**config.mk**
```make
export PLATFORM = sky130hd
export DESIGN_NAME = multicycle_ctrl
export DESIGN_NICKNAME = d
export VERILOG_FILES = /design/src/rtl/multicycle_ctrl.sv
export SDC_FILE = /design/constraint.sdc
export NUM_CORES = 1
export LEC_CHECK = 0
export CAP_MARGIN = 20
export CORE_ASPECT_RATIO = 0.6
export CORE_UTILIZATION = 50
export CTS_BUF_LIST = sky130_fd_sc_hd__clkbuf_8 sky130_fd_sc_hd__clkbuf_16
export CTS_CLUSTER_DIAMETER = 40
export DETAILED_ROUTE_END_ITERATION = 7
export GPL_TIMING_DRIVEN = 0
export PLACE_DENSITY = 0.8
export SLEW_MARGIN = 20
export SYNTH_ARGS = -nofsm -noshare
export SYNTH_HDL_FRONTEND = slang
export SYNTH_SLANG_ARGS = --single-unit
```
**constraint.sdc**
```tcl
create_clock -name clk -period 2.8 [get_ports clk]
set_clock_uncertainty 0.15 [all_clocks]
set_input_delay 0.56 -clock clk [delete_from_list [all_inputs] [get_ports clk]]
set_output_delay 0.56 -clock clk [all_outputs]
set_load 0.02 [all_outputs]
```
**src/rtl/multicycle_ctrl.sv**
```systemverilog
// rtl/multicycle_ctrl.sv - multicycle FETCH/DECODE/EXEC/MEM/WB sequencing controller
module multicycle_ctrl #(
    parameter int unsigned TIMEOUT = 16
) (
    input  logic        clk,
    input  logic        rst,
    input  logic        run,
    input  logic [1:0]  op,
    input  logic        reg_write,
    input  logic        mem_write,
    input  logic        mem_to_reg,
    input  logic        no_write,
    input  logic        flag_w,
    input  logic        cond_ok,
    input  logic        imem_ready,
    input  logic        dmem_ready,
    output logic        imem_req,
    output logic        ir_en,
    output logic        pc_en,
    output logic        pc_src,
    output logic        flag_en,
    output logic        rf_we,
    output logic        dmem_req,
    output logic        dmem_we,
    output logic        halted,
    output logic        err,
    output logic [2:0]  state,
    output logic [31:0] retired
);

    typedef enum logic [2:0] {
        S_FETCH  = 3'd0,
        S_DECODE = 3'd1,
        S_EXEC   = 3'd2,
        S_MEM    = 3'd3,
        S_WB     = 3'd4,
        S_HALT   = 3'd5
    } state_e;

    localparam logic [7:0] WAIT_LIMIT = 8'(TIMEOUT - 1);

    state_e      state_q, state_d;
    logic [7:0]  wait_q, wait_d;
    logic        pend_q, pend_d;
    logic        err_q, err_d;
    logic        halted_q, halted_d;
    logic [31:0] retired_q, retired_d;
    logic        retire;

    always_comb begin
        state_d   = state_q;
        wait_d    = wait_q;
        pend_d    = pend_q;
        err_d     = err_q;
        retire    = 1'b0;
        imem_req  = 1'b0;
        ir_en     = 1'b0;
        pc_en     = 1'b0;
        pc_src    = 1'b0;
        flag_en   = 1'b0;
        rf_we     = 1'b0;
        dmem_req  = 1'b0;
        dmem_we   = 1'b0;

        case (state_q)
            S_FETCH: begin
                // once issued, the request is held regardless of run
                imem_req = run | pend_q;
                if (imem_req) begin
                    if (imem_ready) begin
                        ir_en   = 1'b1;
                        pc_en   = 1'b1;
                        state_d = S_DECODE;
                    end else if (wait_q == WAIT_LIMIT) begin
                        err_d   = 1'b1;
                        state_d = S_HALT;
                    end else begin
                        wait_d = wait_q + 8'd1;
                        pend_d = 1'b1;
                    end
                end
            end
            S_DECODE: begin
                state_d = (op == 2'b11) ? S_HALT : S_EXEC;
            end
            S_EXEC: begin
                case (op)
                    2'b00: begin
                        flag_en = flag_w;
                        if (reg_write && !no_write) begin
                            state_d = S_WB;
                        end else begin
                            state_d = S_FETCH;
                            retire  = 1'b1;
                        end
                    end
                    2'b01: state_d = S_MEM;
                    2'b10: begin
                        pc_en   = cond_ok;
                        pc_src  = 1'b1;
                        state_d = S_FETCH;
                        retire  = 1'b1;
                    end
                    default: state_d = S_HALT;
                endcase
            end
            S_MEM: begin
                dmem_req = 1'b1;
                dmem_we  = mem_write;
                if (dmem_ready) begin
                    if (mem_to_reg) begin
                        state_d = S_WB;
                    end else begin
                        state_d = S_FETCH;
                        retire  = 1'b1;
                    end
                end else if (wait_q == WAIT_LIMIT) begin
                    err_d   = 1'b1;
                    state_d = S_HALT;
                end else begin
                    wait_d = wait_q + 8'd1;
                end
            end
            S_WB: begin
                rf_we   = 1'b1;
                state_d = S_FETCH;
                retire  = 1'b1;
            end
            default: ;
        endcase

        if (state_d != state_q) begin
            wait_d = 8'd0;
            pend_d = 1'b0;
        end
        halted_d  = (state_d == S_HALT);
        retired_d = retired_q + {31'd0, retire};

        if (rst) begin
            imem_req = 1'b0;
            ir_en    = 1'b0;
            pc_en    = 1'b0;
            pc_src   = 1'b0;
            flag_en  = 1'b0;
            rf_we    = 1'b0;
            dmem_req = 1'b0;
            dmem_we  = 1'b0;
        end
    end

    always_ff @(posedge clk) begin
        if (rst) begin
            state_q   <= S_FETCH;
            wait_q    <= 8'd0;
            pend_q    <= 1'b0;
            err_q     <= 1'b0;
            halted_q  <= 1'b0;
            retired_q <= 32'd0;
        end else begin
            state_q   <= state_d;
            wait_q    <= wait_d;
            pend_q    <= pend_d;
            err_q     <= err_d;
            halted_q  <= halted_d;
            retired_q <= retired_d;
        end
    end

    assign state   = state_q;
    assign err     = err_q;
    assign halted  = halted_q;
    assign retired = retired_q;

endmodule

```
Yosys cells after proc, flatten, opt, wreduce, memory -nomap -nowiden
Index checks and enable logic that the tools add are counted.
{ "totals": {"register_bits": 46, "latchBits": 0, "ramBits": 0, "mem_bits_ro": 0, "in_bits": 13, "output_inout_bits": 45, "word_cells": 77, "memories": 0} }
{ "classes": {"add_sub_neg": 2, "multipliers": 0, "div": 0, "order_cmp": 0, "eq_ne": 13, "n_shift": 0, "mux": 45, "bitwise_logic": 3, "reduce_logical": 8} }
{ "op_table": {"columns": ["operator", "n"], "rows": [
  ["$add 32x1->32", 1],
  ["$mux 8", 4],
  ["$mux 1", 27],
  ["$mux 3", 7],
  ["$pmux 8 s2", 1],
  ["$pmux 3 s5", 1],
  ["$pmux 3 s3", 1],
  ["$add 8x1->8 const B", 1],
  ["$eq 8x4->1 const B", 1],
  ["$reduce_and 4->1", 2],
  ["$eq 3x2->1 const B", 2],
  ["$eq 3x3->1 const B", 2],
  ["$ne 2x2->1 const B", 3],
  ["$pmux 1 s2", 3],
  ["$eq 2x2->1 const B", 2],
  ["$eq 3x1->1 const B", 1],
  ["$logic_not 3->1", 1],
  ["$ne 3x3->1", 1],
  ["$pmux 1 s3", 1],
  ["$eq 2x1->1 const B", 1],
  ["$logic_not 2->1", 1],
  ["$not 1->1", 2],
  ["$reduce_bool 2->1", 1],
  ["$reduce_or 2->1", 1],
  ["other kinds (3)", 3]
]} }

Logic depth before layout (Yosys ltp)
Gate-level depths: netlist (run 1).
{ "depth": {"ltp_word": 7, "mapped_depth": 12, "depth_no_buf": 9} }

Least setup slack after synthesis (run 1)
No wires, ideal clock.
{ "synth_path": {"kind": "register -> output", "start": "register state_q[0] (netlist: state[0])", "end": "output pc_en", "arrival_time_ns": 2.168, "t_required_ns": 2.090, "setup_slack_ns": -0.078, "stages_incl_launch_ff": 6, "n_path_buf": 1, "path_cell_list": "dfxtp_1 -> buf_6 -> o21bai_1 -> nor3_1 -> nand2_1 -> a2111oi_0"} }
{ "synth_between": {"elab_chain_len": 3, "word_cells_on_any_way": 4, "cone_classes": "eq/ne (1); mux (2); reduce/logical (1)"} }
{ "synth_lines": {"columns": ["item", "line", "source"], "rows": [
  ["start, declared", "42", "state_e state_q, state_d;"],
  ["start signal, assigned", "160", "state_q <= state_d;"],
  ["$eq 3x2->1 / $logic_not 3->1 (equally long branches)", "65", "case (state_q)"],
  ["$pmux 1 s2 (*)", "65", null],
  ["$mux 1 (*)", "139", "if (rst) begin"],
  ["end, declared", "19", "output logic pc_en,"]
]} }
Mark *: on every way between the ends. The rest lies on a longest branch, timed or not.

Final worst setup path (run 1)
{ "layout_path": {"start": "register state_q[1] (netlist: state[1])", "end": "output dmem_we"} }
{ "layout_between": {"elab_chain_len": 3} }
{ "layout_lines": {"columns": ["item", "line", "source"], "rows": [
  ["$eq 3x2->1", "65", null],
  ["$mux 1", "65", null],
  ["$mux 1", "139", null],
  ["end, declared", "24", "output logic dmem_we,"]
]} }
No other way between the ends.

==> impl_metrics.env, run 1 <==
export IMPL_status="complete, no violations"
export IMPL_synth_common_cells="nor2_1 (49), dfxtp_1 (46), xnor2_1 (18), nand2_1 (15), xor2_1 (15)"
export IMPL_relSlewSlack=0.652
export IMPL_cp_end_kind="output pin"
export IMPL_gp_congestion=0.845
export IMPL_wl_mm=6.03
export IMPL_dp_cells=405
export IMPL_peakVddDrop_v=0.000256
export IMPL_synth_top_area_frac=0.372
export IMPL_slew_violations=0
export IMPL_syn_nets=301
export IMPL_rsz0062_at_grt="yes"
export IMPL_avgSynthCellArea_sq_um=8.69
export IMPL_yosys_area_top_type="dfxtp_1"
export IMPL_die_area_sq_um=5250
export IMPL_synthArstFlopShare=0
export IMPL_syn_inst=285
export IMPL_synthTopCellsByArea="dfxtp_1 (37%), nor2_1 (7.4%), xnor2_1 (6.4%)"
export IMPL_hold_path_class="flip-flop to flip-flop"
export IMPL_static_leakage_power_nw=1.18
export IMPL_clk_pin_slew_worst_paths_ps=90
export IMPL_cts_tree="yes"
export IMPL_power_w=0.00125
export IMPL_crit_buf_inv=1
export IMPL_cp_max_fo=8
export IMPL_stdcell_area_sq_um=3340
export IMPL_r2r_end="retired[29]$_SDFF_PP0_"
export IMPL_overflow=0
export IMPL_setup_violations_final=0
export IMPL_drive_gt1_frac=0.151
export IMPL_cp_required_ps=2090
export IMPL_r2r_slack_ps=220
export IMPL_initial_utilization=0.531
export IMPL_synth_most_common_cell="nor2_1"
export IMPL_ys_types=55
export IMPL_vias_per_cell=5.53
export IMPL_maxCapViolCount=0
export IMPL_die_x_microns=92.9
export IMPL_drtAntennaViolNets=0
export IMPL_worst_pin_slew_ps=521
export IMPL_syn2layout_area_growth_pct=34.9
export IMPL_numCtsBuffers=5
export IMPL_place_area_sq_um=3130
export IMPL_clock_latency_ps=300
export IMPL_synth_area_sq_um=2480
export IMPL_path_cells="nor2b_2 -> nand2_1 -> nor2_1 -> and2_1 -> clkdlybuf4s50_1"
export IMPL_cpPeakStageDelay_ps=590
export IMPL_ys_seq_elements=46
export IMPL_worst_setup_path_start_kind="flip-flop"
export IMPL_fin_crit_sh=0.991
export IMPL_critPathTopFamily="simple AND/OR/NAND/NOR gates"
export IMPL_routedWlPerCell_microns=14.5
export IMPL_layout_nets=367
export IMPL_core_area_sq_um=4660
export IMPL_clock_path_buffers=2
export IMPL_grt_pass1_vias=1980
export IMPL_grt_max_degree=15
export IMPL_finalNonFillerCells=415
export IMPL_holdBufCountCts=0
export IMPL_critPathLaunch="state[1]$_SDFF_PP0_"
export IMPL_crit_type="flip-flop to output pin"
export IMPL_rows=19
export IMPL_drtIter0Drc=100
export IMPL_antenna_found_initial=0
export IMPL_power_density_nw_per_um2=375
export IMPL_hold_violations=0
export IMPL_die_y_microns=56.5
export IMPL_synth_edf_count=0
export IMPL_ios=58
export IMPL_reg2reg_from="state[0]$_SDFF_PP0_"
export IMPL_max_freq_mhz=361
export IMPL_io_buffers=57
export IMPL_yosysSeqAreaShare=0.372
export IMPL_min_period_ps=2770
export IMPL_antenna_cells=0
export IMPL_cts_root_buf="clkbuf_8"
export IMPL_dp_hpwl_mm=4.21
export IMPL_synth_warnings=0
export IMPL_fillers=366
export IMPL_cp_arrival_ps=2060
export IMPL_r2r_cells=12
export IMPL_grt_pass1_wl_mm=9.69
export IMPL_critPathCapture="dmem_we"
export IMPL_synthFlopType="dfxtp_1"
export IMPL_track_usage=0.234
export IMPL_htree_num_levels=2
export IMPL_cp_num_cells=5
export IMPL_cts_sinks=46
export IMPL_drt_pass1_iter_count=4
export IMPL_drc=0
export IMPL_num_vias=2295
export IMPL_critPathSlowestCell="clkdlybuf4s50_1"
==> where the power goes <==
group	leakage, nW	total, W	switching (W)	internal [W]
clock	0.0472	0.000428	0.000230	0.000199
combinational	0.760	0.000154	0.0000841	0.0000700
sequential	0.371	0.000669	0.00000855	0.000660
total	1.18	0.00125	0.000322	0.000929
==> state kept, by name, indices dropped and copies added (netlist names) <==
| name | count |
|---|---|
| pend_q | 1 |
| halted | 1 |
| retired | 32 |
| wait_q | 8 |
| err | 1 |
| state | 3 |
==> how the worst min path moves through the flow <==
| stage | startpoint | to | slack, ps | depth (start not counted) |
|---|---|---|---|---|
| after global routing | err$_SDFFE_PP0P_ | err$_SDFFE_PP0P_ | 380 | 2 |
| final | err$_SDFFE_PP0P_ | err$_SDFFE_PP0P_ | 350 | 2 |
| after floorplan | wait_q[1]$_SDFFE_PP0P_ | wait_q[1]$_SDFFE_PP0P_ | 320 | 2 |
| after global placement | wait_q[1]$_SDFFE_PP0P_ | wait_q[1]$_SDFFE_PP0P_ | 330 | 2 |
| after CTS | err$_SDFFE_PP0P_ | err$_SDFFE_PP0P_ | 350 | 2 |
| after detailed placement | err$_SDFFE_PP0P_ | err$_SDFFE_PP0P_ | 340 | 2 |
==> layout make-up <==
class	count	area, sq um	share of cell area
Clock inverter	2	12.5	0.00375
Clock buffer	6	82.6	0.0247
Multi-Input combinational cell	224	1580	0.472
Timing Repair Buffer	59	574	0.172
Buffer	12	80.1	0.0240
Inverter	3	11.3	0.00337
Tap cell	63	78.8	0.0236
Sequential cell	46	922	0.276
==> cell families (layout without fill, tap and decap cells) <==
| group | Yosys count | in the layout | synth area share |
|---|---|---|---|
| adders and majority gates | 3 | 3 | 0.0152 |
| AOI/OAI and AO/OA | 33 | 33 | 0.0975 |
| buffers and inverters | 15 | 82 | 0.0344 |
| xor gates and xnor gates | 33 | 33 | 0.117 |
| DFF | 46 | 46 | 0.372 |
| and+or+nand+nor | 155 | 155 | 0.364 |
==> metrics by stage <==
step	hold slack (ps)	TNS [ps]	util	setup WS, ps
final	353	0	0.717	26.4
after global routing	380	-112	0.717	-74.9
after CTS	355	-18.8	0.698	-18.8
after detailed placement	337	-13830	0.671	-651
after global placement	329	-13750	0.671	-638
after floorplan	320	0	-	128
==> tightest hold or removal path, cell delays in order, from the launching register on <==
cell,delay [ps]
dfxtp_1,330
nor2_1,100
nor2_1,40
==> metal layers <==
metal	track usage	part of all wire
met1	0.373	0.51
met2	0.321	0.41
met3	0.0488	0.074
met4	0.0330	0.0053
met5	0	0
==> placed cells by master, fill, tap and decap left out, drive strengths merged, types with 6 or more instances in the layout <==
| cell | instances |
|---|---|
| nand3 | 15 |
| clkbuf | 12 |
| o21ai | 10 |
| xnor2 | 18 |
| clkdlybuf4s50 | 50 |
| nand4 | 14 |
| nand2 | 15 |
| a21oi | 8 |
| dfxtp | 46 |
| nor4 | 9 |
| nor2 | 49 |
| xor2 | 15 |
| nor2b | 9 |
| buf | 11 |
| and3 | 7 |
| nor3b | 8 |
| nor3 | 6 |
==> timing repair <==
item / CTS / global route
setup endpoints to repair: 28 / 24
endpoints found under the hold margin: 0 / 0
gates cloned: 0 / 0
buffers inserted: 0 / 2
gates resized for setup: 24 / 20
pin swaps: 0 / 4
Note: power is estimated with default switching activity, not from simulation.
==> run 2, diff against run 1 <==
--- a/config.mk
+++ b/config.mk
@@ -12,7 +12,7 @@
 export CTS_CLUSTER_DIAMETER = 40
 export DETAILED_ROUTE_END_ITERATION = 7
 export GPL_TIMING_DRIVEN = 0
-export PLACE_DENSITY = 0.8
+export PLACE_DENSITY = 0.81
 export SLEW_MARGIN = 20
 export SYNTH_ARGS = -nofsm -noshare
 export SYNTH_HDL_FRONTEND = slang
==> impl_metrics.env, run 2 (synthesis gave the netlist of run 1 again) <==
export IMPL_drt_pass1_iter_count=4
export IMPL_clock_latency_ps=300
export IMPL_ios=58
export IMPL_fin_crit_sh=0.972
export IMPL_crit_type="input pin to output pin"
export IMPL_worstHoldStart="err$_SDFFE_PP0P_"
export IMPL_wl_mm=6.22
export IMPL_internal_power_w=0.000930
export IMPL_htree_num_levels=2
export IMPL_routedWlPerCell_microns=15.1
export IMPL_drtAntennaViolNets=0
export IMPL_hold_violations=0
export IMPL_cp_required_ps=2090
export IMPL_regArea_sq_um=922
export IMPL_drc=0
export IMPL_cts_setup_buffers=0
export IMPL_cp_max_fo=10
export IMPL_drive_gt1_frac=0.151
export IMPL_max_freq_mhz=367
export IMPL_die_x_microns=92.9
export IMPL_grt_pass1_vias=2019
export IMPL_numCtsBuffers=5
export IMPL_min_period_ps=2720
export IMPL_switching_share=0.259
export IMPL_power_share_combinational=0.128
export IMPL_grt_max_degree=14
export IMPL_finalNonFillerCells=413
export IMPL_clock_path_buffers=2
export IMPL_io_buffers=57
export IMPL_crit_buf_inv=3
export IMPL_cp_arrival_ps=2010
export IMPL_critPathCapture="flag_en"
export IMPL_rows=19
export IMPL_fillers=380
export IMPL_relSlewSlack=0.635
export IMPL_drtIter0Drc=130
export IMPL_num_vias=2333
export IMPL_worst_slack_ps=78.5
export IMPL_largest_register_ffs=32
export IMPL_core_area_sq_um=4660
export IMPL_syn2layout_area_growth_pct=35.8
export IMPL_cp_num_cells=5
export IMPL_grt_pass1_wl_mm=9.87
export IMPL_switchingPower_w=0.000324
export IMPL_hold_path_class="flip-flop to flip-flop"
export IMPL_track_usage=0.242
export IMPL_vias_per_cell=5.65
export IMPL_critPathLaunch="op[0]"
export IMPL_r2r_slack_ps=250
export IMPL_cp_common_cell="buf_4"
export IMPL_cts_tree="yes"
export IMPL_dp_cells=405
export IMPL_fin_tns_setup_ps=0
export IMPL_clkPwrFrac=0.339
export IMPL_reg2reg_from="state[0]$_SDFF_PP0_"
export IMPL_critPathTopFamily="buffers and inverters"
export IMPL_gp_congestion=0.851
export IMPL_cpPeakStageDelay_ps=520
export IMPL_power_density_nw_per_um2=373
export IMPL_seqPwrFrac=0.534
export IMPL_antenna_found_initial=0
export IMPL_setup_violations_final=0
export IMPL_r2r_end="retired[26]$_SDFF_PP0_"
export IMPL_worst_pin_slew_ps=546
export IMPL_mostFrequentLayoutCell="nor2_1"
export IMPL_maxCapViolCount=0
export IMPL_antenna_cells=0
export IMPL_power_w=0.00125
export IMPL_overflow=0
export IMPL_die_y_microns=56.5
export IMPL_clk_pin_slew_worst_paths_ps=80
export IMPL_die_area_sq_um=5250
export IMPL_slew_violations=0
export IMPL_cp_end_kind="output pin"
export IMPL_path_cells="clkdlybuf4s50_1 -> buf_4 -> or4_4 -> nor3b_2 -> buf_4"
export IMPL_r2r_cells=10
export IMPL_worst_setup_path_start_kind="input pin"
export IMPL_static_leakage_power_nw=1.18
export IMPL_layout_nets=365
export IMPL_whs_ps=352
export IMPL_pre_cts_ws_ps=-626
export IMPL_initial_utilization=0.531
export IMPL_mostFrequentLayoutCells="nor2_1 (49), clkdlybuf4s50_1 (48), dfxtp_1 (45)"
export IMPL_dp_hpwl_mm=4.39
export IMPL_critPathSlowestCell="or4_4"
export IMPL_cts_sinks=46
export IMPL_multi_input_area_sq_um=1610
export IMPL_status="complete, no violations"
export IMPL_cts_root_buf="clkbuf_8"
export IMPL_peakVddDrop_v=0.000201
[run 2: changes by cell type in the layout (fill, tap and decap cells not counted), sizes merged]
cell	delta
clkdlybuf4s50	-2
dlymetal6s2s	+2
inv	+1
clkinvlp	-1
buf	-2
[run 2: per-stage QoR]
stage | utilization | area [sq um]
detailed placement | 0.671 | 3130
CTS | 0.694 | 3240
global route | 0.722 | 3360
global placement | 0.671 | 3130
floorplan | - | 2480
finish | 0.722 | 3360
[run 2: how the worst min path moves through the flow]
stage	to	slack, ps	cells after the start
after CTS	err$_SDFFE_PP0P_	360	2
after floorplan	wait_q[1]$_SDFFE_PP0P_	320	2
final	err$_SDFFE_PP0P_	350	2
after global routing	err$_SDFFE_PP0P_	370	2
after global placement	err$_SDFFE_PP0P_	330	2
after detailed placement	err$_SDFFE_PP0P_	340	2
[run 2: power groups by stage]
stage          sequential, W  clock (W)  combinational, W
2_1_floorplan       0.000686          0         0.0000878
3_3_place_gp        0.000683          0          0.000144
3_5_place_dp        0.000683          0          0.000146
4_1_cts             0.000668   0.000434          0.000146
5_1_grt             0.000671   0.000461          0.000174
6_report            0.000669   0.000425          0.000160
[run 2: layer usage]
layer / routed length, microns / GRT usage
met1: 3170 / 0.372
met2: 2590 / 0.334
met3: 397 / 0.0610
met4: 57 / 0.0593
met5: 0 / 0
[run 2: final cells by class]
| type | count | area share |
|---|---|---|
| Inverter | 3 | 0.00335 |
| Buffer | 12 | 0.0257 |
| Clock buffer | 6 | 0.0246 |
| Multi-Input combinational cell | 224 | 0.478 |
| Sequential cell | 46 | 0.274 |
| Tap cell | 63 | 0.0234 |
| Clock inverter | 2 | 0.00260 |
| Timing Repair Buffer | 57 | 0.168 |
[run 2: timing repair]
| item | in CTS | in global routing |
|---|---|---|
| hold buffers | 0 | 0 |
| resized for setup | 21 | 33 |
| pin swaps | 0 | 5 |
| endpoints found under the setup margin | 28 | 25 |
[run 2: worst min-delay path: stages, from the launching register on]
cell and delay [ps]:
dfxtp_1 340, nor2_1 50, nor2_1 80
